**src/rtl/intpol2_pkg.sv**
```systemverilog
// Shared definitions for the interpolator input-FIFO feeder.
// Holds default widths, the FIFO almost-full margin and the feeder FSM states.
package intpol2_pkg;

  localparam int unsigned DATA_WIDTH     = 32;
  localparam int unsigned ADDR_WIDTH     = 4;
  localparam int unsigned FIFO_AF_MARGIN = 2;

  typedef enum logic [2:0] {
    IDLE  = 3'd0,
    FETCH = 3'd1,
    PUSH  = 3'd2,
    WAIT  = 3'd3,
    DONE  = 3'd4
  } feeder_state_t;

endpackage

```
**src/rtl/intpol2_pace_counter.sv**
```systemverilog
// Loadable down-counter that times the idle gap between FIFO writes.
// The count stops at zero; zero is flagged combinationally.
module intpol2_pace_counter
  import intpol2_pkg::*;
#(
  parameter int unsigned WIDTH = 8
) (
  input  logic             clk,
  input  logic             rstn,
  input  logic             load,
  input  logic             en,
  input  logic [WIDTH-1:0] load_val,
  output logic             zero
);

  logic [WIDTH-1:0] count_q;

  always_ff @(posedge clk) begin
    if (!rstn) begin
      count_q <= '0;
    end else if (load) begin
      count_q <= load_val;
    end else if (en && !zero) begin
      count_q <= count_q - 1'b1;
    end
  end

  assign zero = (count_q == '0);

endmodule

```
**src/rtl/intpol2_fifo_feeder.sv**
```systemverilog
// Streams n_samples words from the local sample memory into the interpolator
// input FIFO, honouring almost-full back-pressure and an optional pacing gap.
module intpol2_fifo_feeder
  import intpol2_pkg::*;
#(
  parameter int unsigned DATA_WIDTH = intpol2_pkg::DATA_WIDTH,
  parameter int unsigned ADDR_WIDTH = intpol2_pkg::ADDR_WIDTH,
  parameter int unsigned RATE_WIDTH = 8
) (
  input  logic                  clk,
  input  logic                  rstn,
  input  logic                  start,
  input  logic [ADDR_WIDTH:0]   n_samples,
  input  logic [RATE_WIDTH-1:0] rate_div,
  output logic [ADDR_WIDTH-1:0] rd_addr_o,
  input  logic [DATA_WIDTH-1:0] rd_data_i,
  input  logic                  afull_i,
  output logic                  wr_en_o,
  output logic [DATA_WIDTH-1:0] data_o,
  output logic                  busy_o,
  output logic                  stall_o,
  output logic                  done_o
);

  localparam logic [ADDR_WIDTH:0] MAX_LEN = {1'b1, {ADDR_WIDTH{1'b0}}};

  feeder_state_t         state_q, state_d;
  logic [ADDR_WIDTH:0]   len_q;
  logic [ADDR_WIDTH:0]   idx_q;
  logic [ADDR_WIDTH:0]   idx_nxt;
  logic [RATE_WIDTH-1:0] rate_q;
  logic [DATA_WIDTH-1:0] data_q;
  logic                  pace_load;
  logic                  pace_en;
  logic                  pace_zero;

  assign idx_nxt = idx_q + 1'b1;
  assign data_o  = data_q;

  // Loaded with rate-1 so that WAIT lasts exactly rate cycles.
  intpol2_pace_counter #(
    .WIDTH(RATE_WIDTH)
  ) u_pace (
    .clk      (clk),
    .rstn     (rstn),
    .load     (pace_load),
    .en       (pace_en),
    .load_val (rate_q - 1'b1),
    .zero     (pace_zero)
  );

  always_ff @(posedge clk) begin
    if (!rstn) begin
      state_q <= IDLE;
      len_q   <= '0;
      idx_q   <= '0;
      rate_q  <= '0;
      data_q  <= '0;
    end else begin
      state_q <= state_d;
      if (state_q == IDLE && start) begin
        len_q  <= (n_samples > MAX_LEN) ? MAX_LEN : n_samples;
        rate_q <= rate_div;
        idx_q  <= '0;
      end
      if (state_q == FETCH) begin
        data_q <= rd_data_i;
      end
      if (wr_en_o) begin
        idx_q <= idx_nxt;
      end
    end
  end

  always_comb begin
    state_d   = state_q;
    rd_addr_o = '0;
    wr_en_o   = 1'b0;
    busy_o    = 1'b0;
    stall_o   = 1'b0;
    done_o    = 1'b0;
    pace_load = 1'b0;
    pace_en   = 1'b0;
    case (state_q)
      IDLE: begin
        if (start) begin
          state_d = (n_samples == '0) ? DONE : FETCH;
        end
      end
      FETCH: begin
        busy_o    = 1'b1;
        rd_addr_o = idx_q[ADDR_WIDTH-1:0];
        state_d   = PUSH;
      end
      PUSH: begin
        busy_o = 1'b1;
        if (afull_i) begin
          stall_o = 1'b1;
        end else begin
          wr_en_o = 1'b1;
          if (idx_nxt == len_q) begin
            state_d = DONE;
          end else if (rate_q != '0) begin
            pace_load = 1'b1;
            state_d   = WAIT;
          end else begin
            state_d = FETCH;
          end
        end
      end
      WAIT: begin
        busy_o  = 1'b1;
        pace_en = 1'b1;
        if (pace_zero) begin
          state_d = FETCH;
        end
      end
      DONE: begin
        done_o  = 1'b1;
        state_d = IDLE;
      end
      default: state_d = IDLE;
    endcase
  end

endmodule
```
**config.mk**
```make
export PLATFORM = sky130hd
export DESIGN_NAME = intpol2_fifo_feeder
export DESIGN_NICKNAME = d
export VERILOG_FILES = /design/src/rtl/intpol2_pkg.sv /design/src/rtl/intpol2_pace_counter.sv /design/src/rtl/intpol2_fifo_feeder.sv
export SDC_FILE = /design/constraint.sdc
export NUM_CORES = 1
export LEC_CHECK = 0
export BUFFER_PORTS_ARGS = -buffer_cell sky130_fd_sc_hd__buf_2
export CAP_MARGIN = 20
export CELL_PAD_IN_SITES_DETAIL_PLACEMENT = 1
export CELL_PAD_IN_SITES_GLOBAL_PLACEMENT = 2
export CORE_ASPECT_RATIO = 1.25
export CORE_MARGIN = 1
export CORE_UTILIZATION = 29
export CTS_BUF_LIST = sky130_fd_sc_hd__clkbuf_16
export CTS_CLUSTER_SIZE = 8
export DETAILED_ROUTE_END_ITERATION = 6
export GPL_ROUTABILITY_DRIVEN = 0
export HOLD_SLACK_MARGIN = 0.1
export PLACE_DENSITY = 0.77
export SETUP_SLACK_MARGIN = 0.5
export SYNTH_ARGS = -nofsm -noshare
export SYNTH_HDL_FRONTEND = slang
export SYNTH_HIERARCHICAL = 1
export SYNTH_SLANG_ARGS = --single-unit
```
**constraint.sdc**
```tcl
create_clock -name clk -period 2.7 [get_ports clk]
set_input_delay 0.405 -clock clk [delete_from_list [all_inputs] [get_ports clk]]
set_output_delay 0.405 -clock clk [all_outputs]
set_load 0.01 [all_outputs]
```
==> results.tsv <==
stage	metric	value	unit
cts	clk_latency	0.33	ns
synth	synthMuxAreaShare	0.003471	
layout	fin_nets	491	
worst_setup_path	worst_setup_path_end_kind	output port	
timing	min_period_over_period	0.7827	
synth	syn_area	2884	µm²
timing	relSlewSlack	0.5056	
layout	fin_cells	569	
layout	final_common_cell	nand2_1	
pwr	power.total	2.500	mW
global_routing	antenna_found_initial	0	
layout	diodes	0	
min_path	hp-class	in2reg	
global_routing	gr-total-overflow	0	
synth	synth_top_family_by_area	simple AND/OR/NAND/NOR gates	
synth	synthCells	350	
placed_design	io_buffers	88	
drt	wl	8265	µm
synth	synth-async-reset-ratio	0	
synth	synth_flop_cell	dfxtp_1	
timing	post-route-min-period	2.113	ns
floorplan	die_area	10350	µm²
floorplan	rows	40	
floorplan	io_pins	89	
placed_design	dp.cells	552	
cts	clockBufferDepth	2	
layout	syn2layout_area_growth	30.50	%
cts	cts_sinks	61	
drt	drc	0	
synth	yosys_warnings	6	
synth	synth_compound_area_frac	0.2174	
worst_setup_path	critPathKind	reg2out	
layout	most-common-layout-cells	nand2_1, buf_2, dfxtp_1	
drt	drt-vias-per-instance	4.772	
global_routing	grt_pass1_wl	13830	µm
worst_setup_path	crit_buf_inv	3	
pwr	vdd_drop_max	0.0003254	V
synth	ys_seq_elements	61	
timing	worst_slew_pin_slew	0.7396	ns
timing	fin_worst_skew	0.004229	ns
timing	drv_slew	0	
status	status	finished, final reports clean	
placed_design	place_hpwl	6128	µm
drt	detail_route.first_pass.iterations	4	
worst_setup_path	max_stage_delay	0.58	ns
synth	ys_seq_area_frac	0.4234	
worst_setup_path	start_kind	flop	
synth	synthDistinctLibCells	51	
layout	drive_gt1_frac	0.2822	
synth	synth-adder-area-share	0.01735	
synth	synth_top_area_cell	dfxtp_1	
drt	dr.first_iter.drc_count	110	
floorplan	die_y	113.5	µm
floorplan	die_w	91.20	µm
cts	cts_root_buffer	clkbuf_16	
drt	routed-via-count	2715	
timing	rsz0062_at_grt	no	
cts	clkTransAtPathRegs	0.05	ns
floorplan	start_util	0.2986	
global_routing	grt_pass1_vias	2920	
synth	synth-xor-area-share	0.04252	
cts	htree_levels	3	
pwr	p_per_area	664.2	nW/µm²
synth	syn_area_per_cell	8.240	µm²
floorplan	core_area	9659	µm²
cts	cts_buffers	9	
pwr	p_leak	1.607	nW
synth	synth-simple-area-share	0.2551	
timing	finalSetupViolCount	0	
worst_setup_path	cp_top_family	simple AND/OR/NAND/NOR gates	
synth	synth.top_cell.area_share	0.4234	
worst_setup_path	cp_data_arrival_time	1.71	ns
worst_setup_path	path_cells	or4b_1, buf_4, inv_2, buf_2	
drt	ant_nets	0	
cts	cts_tree	yes	
timing	hold_viol	0	
worst_setup_path	slowest_stage	or4b_1	
global_routing	grt_usage	0.1687	
synth	synthTopCellsByArea	dfxtp_1, a21boi_0, nand2_1, xnor2_1, nor2_1	
worst_setup_path	critPathRequiredTime	2.30	ns
synth	syn_nets	403	
run	maxCapViolCount	0	
synth	synth_enable_flop_cells	0	
drt	routedWlPerCell	14.53	µm
global_routing	grt_max_degree	33	
worst_setup_path	critical_path.max_fanout	11	
cts	ctsHoldBuffers	0	
timing	fmax	473.2	MHz
timing	setup_tns	0	ns
## final timing paths
path / from / end / slack (ns) / cells after the start
worst max register to register: idx_q[0] / u_pace/count_q[1] / 0.62 / 7
worst max-delay path: state_q[0] / wr_en_o / 0.59 / 4
worst min register to register: data_o[1] / data_o[1] / 0.46 / 2
worst min-delay path: rd_data_i[14] / data_o[14] / 0.32 / 3
## cells in the mapped netlist, drive strengths merged, types with 2 or more instances
master   n
and2     7
nor2b    4
xor2     6
o21ai   10
clkbuf  13
nor2    14
nand3b   5
nor3b    4
nand3    9
or4      5
a21oi    9
buf      6
ha       4
or4b     2
a31oi    2
xnor2    8
nor4     2
nand2   92
nor3     3
inv     10
o41ai    2
dfxtp   61
o31ai    4
o211a    2
o21a     2
a21boi  47
nor4b    2
## state kept, by name, indices dropped and copies added, names as in the netlist
| register | count |
|---|---|
| idx_q | 5 |
| u_pace/count_q | 8 |
| state_q | 3 |
| rate_q | 8 |
| data_o | 32 |
| len_q | 5 |
## where the power goes
part	internal (mW)	switching, mW	total, mW
clock network	0.605	0.399	1.00
registers	0.972	0.0598	1.03
logic	0.193	0.271	0.465
total	1.77	0.730	2.50
## worst min-delay path: stages
cell      delay [ns]
buf_2           0.10
nand2_1         0.04
a21boi_0        0.06
## layer usage
layer,global-route usage,vias up,share of wire,routed length [µm]
met5,0,-,0,0
met4,0.05714,0,0.011,89
met3,0.06267,7,0.073,600
met2,0.2854,64,0.48,4003
met1,0.1967,1277,0.43,3572
li1,-,1367,-,-
## cell type report
class | count | area (µm²)
clock buffers | 9 | 225.2
clock inverters | 7 | 33.78
flip-flops and latches | 61 | 1229
multi-input cells | 260 | 1580
repair buffers | 96 | 500.5
well taps | 126 | 157.7
fillers | 1205 | 5896
inverters | 10 | 37.54
## cells by family (layout without fill, tap and decap cells)
kind of cell               Yosys count  after routing
adders and majority gates            4              4
muxes                                1              1
buffers and inverters               29            122
xor gates and xnor gates            14             14
DFF                                 61             61
and+or+nand+nor                    155            155
AOI/OAI and AO/OA                   86             86
## through the flow
stage / area (µm²) / hold WS (ns) / worst slack, ns / utilization
after global routing: 3764 / 0.3266 / 0.5088 / 0.3896
after detailed placement: 3455 / 0.4632 / 0.3333 / 0.3576
final: 3764 / 0.3248 / 0.5867 / 0.3896
after floorplan: 2884 / 0.4419 / 0.5471 / -
after global placement: 3455 / 0.4458 / 0.4037 / 0.3576
after CTS: 3727 / 0.3171 / 0.4906 / 0.3859
## timing repair
item | 4_1_cts | 5_1_grt
endpoints found under the setup margin | 7 | 8
hold endpoints to repair | 0 | 0
pin swaps | 0 | 2
buffers inserted | 0 | 1
resized for setup | 5 | 8
(Power assumes the default switching activity.)
